--- config.mk ---
export PLATFORM = sky130hd
export DESIGN_NAME = load_store_unit
export DESIGN_NICKNAME = d
export VERILOG_FILES = /design/src/rtl/load_store_unit_pkg.sv /design/src/rtl/lsu_align.sv /design/src/rtl/load_store_unit.sv
export SDC_FILE = /design/constraint.sdc
export NUM_CORES = 1
export LEC_CHECK = 0
export CAP_MARGIN = 5
export CORE_MARGIN = 4
export CORE_UTILIZATION = 50
export DETAILED_ROUTE_END_ITERATION = 8
export PLACE_DENSITY = 0.89
export SLEW_MARGIN = 20
export SYNTH_ARGS = -nofsm -noshare
export SYNTH_HDL_FRONTEND = slang
export SYNTH_SLANG_ARGS = --single-unit
--- constraint.sdc ---
create_clock -name clk -period 5.3 [get_ports clk]
set_clock_uncertainty 0.05 [all_clocks]
set_input_delay 0.53 -clock clk [delete_from_list [all_inputs] [get_ports clk]]
set_output_delay 0.53 -clock clk [all_outputs]
set_load 0.01 [all_outputs]
--- src/rtl/load_store_unit_pkg.sv ---
// Purpose : shared LSU types: operand width, funct3 size codes, FSM states.
// Latency : n/a (types and a pure helper function only).
// Backpr. : n/a.
// Contents: OPERAND_WIDTH, lsu_size_e, lsu_state_e, size_bytes().
package common;

    localparam int OPERAND_WIDTH = 32;

    // funct3-style size/sign codes; D and WU are only legal on a 64-bit bus
    typedef enum logic [2:0] {
        SZ_B  = 3'b000,
        SZ_H  = 3'b001,
        SZ_W  = 3'b010,
        SZ_D  = 3'b011,
        SZ_BU = 3'b100,
        SZ_HU = 3'b101,
        SZ_WU = 3'b110
    } lsu_size_e;

    typedef enum logic [1:0] {
        IDLE    = 2'd0,
        ACCESS  = 2'd1,
        ACCESS2 = 2'd2,
        RESP    = 2'd3
    } lsu_state_e;

    // Access size in bytes; 0 flags a code that is illegal for this bus width.
    function automatic logic [3:0] size_bytes(input logic [2:0] size, input int data_width);
        case (size)
            SZ_B, SZ_BU: size_bytes = 4'd1;
            SZ_H, SZ_HU: size_bytes = 4'd2;
            SZ_W:        size_bytes = 4'd4;
            SZ_D:        size_bytes = (data_width == 64) ? 4'd8 : 4'd0;
            SZ_WU:       size_bytes = (data_width == 64) ? 4'd4 : 4'd0;
            default:     size_bytes = 4'd0;
        endcase
    endfunction

endpackage

--- src/rtl/lsu_align.sv ---
// Purpose : lane placement for stores / byte enables and load shift + extension.
// Latency : combinational.
// Backpr. : none; pure function of its inputs.
// Ports   : size, offset (byte offset in word), wdata, rdata_lo/rdata_hi (word N, N+1)
//           -> be_lo/be_hi, wdata_lo/wdata_hi (word N, N+1 lanes), load_data.
module lsu_align
    import common::*;
#(
    parameter int DATA_WIDTH = OPERAND_WIDTH,
    localparam int NB = DATA_WIDTH / 8,
    localparam int OW = $clog2(NB)
) (
    input  logic [2:0]            size,
    input  logic [OW-1:0]         offset,
    input  logic [DATA_WIDTH-1:0] wdata,
    input  logic [DATA_WIDTH-1:0] rdata_lo,
    input  logic [DATA_WIDTH-1:0] rdata_hi,
    output logic [NB-1:0]         be_lo,
    output logic [NB-1:0]         be_hi,
    output logic [DATA_WIDTH-1:0] wdata_lo,
    output logic [DATA_WIDTH-1:0] wdata_hi,
    output logic [DATA_WIDTH-1:0] load_data
);

    logic [3:0]              nbytes;
    logic [2*NB-1:0]         mask;
    logic [2*NB-1:0]         be_wide;
    logic [2*DATA_WIDTH-1:0] wd_wide;
    logic [2*DATA_WIDTH-1:0] rd_wide;
    logic [DATA_WIDTH-1:0]   rd;

    assign nbytes = size_bytes(size, DATA_WIDTH);

    // Work on a two-word window: the low half is word N, the high half is
    // word N+1. An aligned access simply never touches the high half.
    always_comb begin
        mask = '0;
        for (int i = 0; i < NB; i++) begin
            mask[i] = (i < int'(nbytes));
        end
        be_wide = mask << offset;
        wd_wide = {{DATA_WIDTH{1'b0}}, wdata} << (8 * offset);
        rd_wide = {rdata_hi, rdata_lo} >> (8 * offset);
        rd      = rd_wide[DATA_WIDTH-1:0];
        case (size)
            SZ_B:    load_data = DATA_WIDTH'($signed(rd[7:0]));
            SZ_H:    load_data = DATA_WIDTH'($signed(rd[15:0]));
            SZ_W:    load_data = DATA_WIDTH'($signed(rd[31:0]));
            SZ_D:    load_data = rd;
            SZ_BU:   load_data = DATA_WIDTH'(rd[7:0]);
            SZ_HU:   load_data = DATA_WIDTH'(rd[15:0]);
            SZ_WU:   load_data = DATA_WIDTH'(rd[31:0]);
            default: load_data = '0;
        endcase
    end

    assign be_lo    = be_wide[NB-1:0];
    assign be_hi    = be_wide[2*NB-1:NB];
    assign wdata_lo = wd_wide[DATA_WIDTH-1:0];
    assign wdata_hi = wd_wide[2*DATA_WIDTH-1:DATA_WIDTH];

endmodule

--- src/rtl/load_store_unit.sv ---
// Purpose : single-outstanding load/store unit between a core and a word memory.
// Latency : >= 2 cycles from acceptance to resp_valid (ack in first ACCESS cycle).
// Backpr. : req_ready only in IDLE; memory stalls by withholding mem_ack, bounded by TIMEOUT_CYCLES.
// Ports   : clk/rst (sync, active-high); core req_* in, resp_* out; memory mem_* out, mem_ack/mem_rdata in.
// Config  : define LSU_MISALIGN_SPLIT_EN to split misaligned accesses into two word accesses;
//           otherwise misaligned accesses return resp_err without touching memory.
module load_store_unit
    import common::*;
#(
    parameter int DATA_WIDTH     = OPERAND_WIDTH,
    parameter int ADDR_WIDTH     = 32,
    parameter int TIMEOUT_CYCLES = 255
) (
    input  logic                    clk,
    input  logic                    rst,
    input  logic                    req_valid,
    output logic                    req_ready,
    input  logic                    req_write,
    input  logic [2:0]              req_size,
    input  logic [ADDR_WIDTH-1:0]   req_addr,
    input  logic [DATA_WIDTH-1:0]   req_wdata,
    output logic                    resp_valid,
    output logic [DATA_WIDTH-1:0]   resp_rdata,
    output logic                    resp_err,
    output logic                    mem_req,
    output logic                    mem_we,
    output logic [DATA_WIDTH/8-1:0] mem_be,
    output logic [ADDR_WIDTH-1:0]   mem_addr,
    output logic [DATA_WIDTH-1:0]   mem_wdata,
    input  logic                    mem_ack,
    input  logic [DATA_WIDTH-1:0]   mem_rdata
);

    localparam int NB = DATA_WIDTH / 8;
    localparam int OW = $clog2(NB);
    localparam int CW = $clog2(TIMEOUT_CYCLES + 1);
`ifdef LSU_MISALIGN_SPLIT_EN
    localparam bit SPLIT_EN = 1'b1;
`else
    localparam bit SPLIT_EN = 1'b0;
`endif

    lsu_state_e            state_q, state_nxt;
    logic [ADDR_WIDTH-1:0] addr_q;
    logic [2:0]            size_q;
    logic                  write_q;
    logic [DATA_WIDTH-1:0] wdata_q;
    logic [DATA_WIDTH-1:0] rdata1_q;
    logic [DATA_WIDTH-1:0] rdata_q;
    logic                  err_q;
    logic [CW-1:0]         cnt_q;

    logic                  accept, in_second, illegal, misaligned, no_access, timeout;
    logic                  finish, finish_err;
    logic [3:0]            nbytes;
    logic [OW-1:0]         offset;
    logic [ADDR_WIDTH-1:0] word_addr;
    logic [NB-1:0]         be_lo, be_hi;
    logic [DATA_WIDTH-1:0] wd_lo, wd_hi, load_data, rd_lo, rd_hi;

    assign accept     = req_valid && req_ready;
    assign in_second  = (state_q == ACCESS2);
    assign offset     = addr_q[OW-1:0];
    assign nbytes     = size_bytes(size_q, DATA_WIDTH);
    assign illegal    = (nbytes == 4'd0);
    assign misaligned = ((4'(offset) & (nbytes - 4'd1)) != 4'd0);
    assign no_access  = illegal || (misaligned && !SPLIT_EN);
    // Ack on the last countable cycle takes priority over the timeout.
    assign timeout    = (cnt_q == CW'(TIMEOUT_CYCLES - 1)) && !mem_ack;
    assign word_addr  = {addr_q[ADDR_WIDTH-1:OW], {OW{1'b0}}};

    // In the second half of a split load, word N was parked in rdata1_q.
    assign rd_lo = in_second ? rdata1_q  : mem_rdata;
    assign rd_hi = in_second ? mem_rdata : '0;

    lsu_align #(.DATA_WIDTH(DATA_WIDTH)) u_align (
        .size      (size_q),
        .offset    (offset),
        .wdata     (wdata_q),
        .rdata_lo  (rd_lo),
        .rdata_hi  (rd_hi),
        .be_lo     (be_lo),
        .be_hi     (be_hi),
        .wdata_lo  (wd_lo),
        .wdata_hi  (wd_hi),
        .load_data (load_data)
    );

    always_comb begin
        state_nxt  = state_q;
        mem_req    = 1'b0;
        finish     = 1'b0;
        finish_err = 1'b0;
        case (state_q)
            IDLE: begin
                if (accept) state_nxt = ACCESS;
            end
            ACCESS: begin
                if (no_access) begin
                    state_nxt  = RESP;
                    finish     = 1'b1;
                    finish_err = 1'b1;
                end else begin
                    mem_req = 1'b1;
                    if (mem_ack) begin
                        if (SPLIT_EN && misaligned) begin
                            state_nxt = ACCESS2;
                        end else begin
                            state_nxt = RESP;
                            finish    = 1'b1;
                        end
                    end else if (timeout) begin
                        state_nxt  = RESP;
                        finish     = 1'b1;
                        finish_err = 1'b1;
                    end
                end
            end
`ifdef LSU_MISALIGN_SPLIT_EN
            ACCESS2: begin
                mem_req = 1'b1;
                if (mem_ack) begin
                    state_nxt = RESP;
                    finish    = 1'b1;
                end else if (timeout) begin
                    state_nxt  = RESP;
                    finish     = 1'b1;
                    finish_err = 1'b1;
                end
            end
`endif
            RESP:    state_nxt = IDLE;
            default: state_nxt = IDLE;
        endcase
    end

    always_ff @(posedge clk) begin
        if (rst) begin
            state_q  <= IDLE;
            addr_q   <= '0;
            size_q   <= '0;
            write_q  <= 1'b0;
            wdata_q  <= '0;
            rdata1_q <= '0;
            rdata_q  <= '0;
            err_q    <= 1'b0;
            cnt_q    <= '0;
        end else begin
            state_q <= state_nxt;
            if (accept) begin
                addr_q  <= req_addr;
                size_q  <= req_size;
                write_q <= req_write;
                wdata_q <= req_wdata;
            end
            if (state_q == ACCESS && mem_req && mem_ack) rdata1_q <= mem_rdata;
            if (finish) begin
                err_q   <= finish_err;
                rdata_q <= (finish_err || write_q) ? '0 : load_data;
            end else if (state_q == RESP) begin
                err_q   <= 1'b0;
                rdata_q <= '0;
            end
            // Counts stalled cycles of the current access; any state change clears it.
            cnt_q <= (mem_req && !mem_ack && state_nxt == state_q) ? cnt_q + 1'b1 : '0;
        end
    end

    assign req_ready  = (state_q == IDLE) && !rst;
    assign resp_valid = (state_q == RESP);
    assign resp_rdata = rdata_q;
    assign resp_err   = err_q;
    assign mem_we     = mem_req && write_q;
    assign mem_be     = !mem_req ? '0 : (in_second ? be_hi : be_lo);
    assign mem_addr   = !mem_req ? '0 : word_addr + (in_second ? ADDR_WIDTH'(NB) : '0);
    assign mem_wdata  = !mem_we ? '0 : (in_second ? wd_hi : wd_lo);

endmodule

==> metrics.csv <==
stage,metric,value,unit
timing,fin crit period,4.46,ns
floorplanning,I/O Pins,209,
pwr,Switching Fraction,26.4,%
yosys,Mapped Cells,1036,
routing,first drt pass iteration count,5,
hold_path,Hold Path Sink,state_q[1],
floorplanning,CORE AREA,0.0159,mm²
pwr,register share of total power,40.7,%
critical_path,CP endpoint kind,output port,
pwr,Leakage,3.76,nW
timing,final setup fails,0,
yosys,post-synthesis cell area,0.00808,mm²
hold_path,hold_sp,rst,
critical_path,CP arrival,3.88,ns
yosys,Post-synth EDFFs,0,
run,maxcap violations,0,
critical_path,"Slowest-stage cell, CP",nor4_1,
critical_path,critical path's largest stage delay,0.70,ns
timing,total negative setup slack,0,ns
cts,CTS root buffer,clkbuf_16,
pwr,Combinational Power Share,15.5,%
finish,"commonest cells after routing, fill and taps aside","nand2_1 (237), clkdlybuf4s50_1 (205), dfxtp_1 (141), a21oi_1 (125), nor2_1 (72)",
timing,Final Hold Violating Endpoints,0,
timing,Min Hold Slack,0.371,ns
yosys,"Distinct cells, synth",58,
pwr,sw power,0.767,mW
timing,Tcrit/Tclk final,84.1,%
routing,via count,8335,
routing,vias per std cell,5.89,
finish,"most common cell after layout, fill and taps aside",nand2_1,
floorplanning,Starting Density,50.9,%
yosys,post-synthesis mux area share,15.1,%
timing,Max-slew headroom,30.7,%
placed_design,detailed placement HPWL,16900,µm
yosys,main combinational cell family by area after synthesis,simple AND/OR/NAND/NOR gates,
critical_path,Crit path top cell by count,ha_1,
floorplanning,placement row count,46,
cts,Num Clock Sinks,143,
yosys,"FF+latch count, synth",143,
cts,CTS max path bufs,2,
placed_design,PortBufs,206,
grt,vias in the first global route,8097,
outcome,outcome,completed,
critical_path,reg2reg start,addr_q[0],
critical_path,Reg2Reg Setup Slack,2.04,ns
critical_path,Crit path required time,4.72,ns
critical_path,type of origin of the critical path,flip-flop,
yosys,"Seq/Total Area, Yosys",35.4,%
grt,largest net degree at the start of global routing,106,
cts,post-CTS setup buffers,0,
cts,CTS buffer count,17,
finish,Layout area overhead,33.8,%
pwr,Worst IR Drop VDD,0.241,mV
critical_path,CP Max Fanout,16,
hold_path,Hold Crit Class,input port to flip-flop,
routing,drt first-iter violations,779,
cts,clk slew on worst S/H paths,0.06,ns
yosys,"Top FF cell, synth",dfxtp_1,
routing,Total Routed Length,25500,µm
grt,first-pass GRT wire length,40400,µm
cts,TritonCTS clock tree,built,
timing,RSZ-0062 raised after global routing,no,
cts,Resize count post-CTS,0,
yosys,XOR/XNOR Fraction of Synth Area,3.47,%
critical_path,worst r2r path cells,6,
yosys,Synth async-reset ratio,0,%
floorplanning,Die W,135,µm
cts,CTS hold repair buffers,0,
placed_design,dpl ws,1.31,ns
routing,WL/cell,18.0,µm
finish,Final #Nets,1295,
yosys,Compound-Gate Fraction of Synth Area,16.4,%
cts,CTS HTree Levels,4,
grt,initial antenna violation count,1,
pwr,cell internal pwr,2.14,mW
yosys,Synth Area per Inst,7.80,µm²
critical_path,Reg2Reg Capture Point,resp_rdata[31],
cts,clk_lat worst skew,0.43,ns
timing,Slew Limit Fails,0,
critical_path,"Cell Chain, Critical Path","or2b_2, clkinv_1, ha_1, ha_1, nand2_1, nor4_1, nand3_1, xor2_1, nor2_1, clkdlybuf4s50_1",
floorplanning,Die Y,135,µm
yosys,Yosys warnings,0,
hold_path,Hold Path Stages,3,
timing,Tightest Pin Transition,1.04,ns
routing,remaining antenna violation count,0,
pwr,clock power share,43.8,%
floorplanning,total die area,0.0183,mm²
yosys,Adder-Cell Fraction of Synth Area,0.774,%
timing,highest clock rate,224,MHz
timing,final setup margin,0.843,ns
placed_design,Routability Congestion,0.887,
pwr,Cell Pwr Density,269,mW/mm²
routing,drt drc,0,
grt,GRT Util Overall,27.5,%
grt,GRT overflow,0,
critical_path,critical setup path kind,flip-flop to output port,
yosys,Post-Synth Simple-Gate Area,23.8,%
finish,layout cells sized above 1,9.09,%
==> worst max-delay path, delay by kind of cell, from the launching register on <==
kind / cells / cell delay (ns)
flops: 1 / 0.48
fa+ha+maj: 2 / 0.50
simple gates: 5 / 1.42
buf+inv: 2 / 0.87
xor+xnor: 1 / 0.18
==> layer usage <==
layer / global-route usage, % / vias to the layer above / routed length, µm / part of all wire, %
met5: 0 / - / 0 / 0
met4: 12.8 / 0 / 965 / 3.8
met3: 7.69 / 79 / 2420 / 9.5
met2: 46.8 / 464 / 12500 / 49
met1: 32.2 / 3894 / 9630 / 38
li1: - / 3898 / - / -
==> metrics by stage <==
| stage | power, mW | util (%) | instance area [µm²] | instances |
|---|---|---|---|---|
| finish | 2.91 | 68.1 | 10800 | 1416 |
| detailed placement | 1.65 | 64.0 | 10200 | 1383 |
| global route | 3.01 | 68.1 | 10800 | 1416 |
| floorplan | 1.44 | - | 8090 | 1037 |
| global placement | 1.63 | 64.0 | 10200 | 1383 |
| CTS | 2.91 | 68.0 | 10800 | 1415 |
==> synth_stat cells (15+ instances only) <==
cell type	n	area share (%)
nor2_1	72	3.3
dfxtp_1	143	35
nand2_1	239	11
nor3_1	15	0.93
mux2i_1	61	7.6
buf_1	18	0.84
clkbuf_1	56	2.6
o21ai_0	33	2.0
mux2_2	26	3.6
a21oi_1	125	7.7
nand3_1	50	3.1
xor2_1	21	2.3
==> power by group through the flow <==
stage	Sequential, mW	Combinational [mW]	Clock [mW]
2_1_floorplan	1.18	0.259	0
3_3_place_gp	1.20	0.433	0
3_5_place_dp	1.20	0.443	0
4_1_cts	1.18	0.448	1.28
5_1_grt	1.19	0.489	1.33
6_report	1.18	0.452	1.27
==> flip-flops by register name (all words and copies together), names as in the netlist <==
register    cells
addr_q         32
cnt_q           8
rdata1_q       32
resp_err        1
resp_rdata     32
size_q          3
state_q         2
wdata_q        32
write_q         1
==> how the worst max path moves through the flow <==
| stage | startpoint | end | slack (ns) | depth (start not counted) |
|---|---|---|---|---|
| after floorplan | state_q[1] | mem_addr[14] | 2.14 | 11 |
| after global placement | state_q[1] | mem_addr[18] | 1.42 | 10 |
| after detailed placement | state_q[1] | mem_addr[28] | 1.31 | 10 |
| after CTS | state_q[1] | mem_addr[28] | 0.86 | 10 |
| after global routing | state_q[1] | mem_addr[18] | 0.50 | 10 |
| final | state_q[1] | mem_addr[18] | 0.84 | 10 |
==> kinds of logic after synthesis <==
group                    Yosys count
adder cells (fa/ha/maj)            5
multiplexers                     101
flip-flops                       143
AO/OA/AOI/OAI                    218
other                              1
AND/OR/NAND/NOR                  438
buffers and inverters             98
XOR/XNOR                          32
==> cell type report <==
cell class	instances	area (µm²)
multi-input cells	796	4850
clock inverters	12	154
well taps	216	270
clock buffers	20	478
diodes	1	2.50
repair buffers	217	2150
fillers	1228	5070
flip-flops and latches	143	2870
inverters	11	41.3
Note: power is estimated with default switching activity, not from simulation.
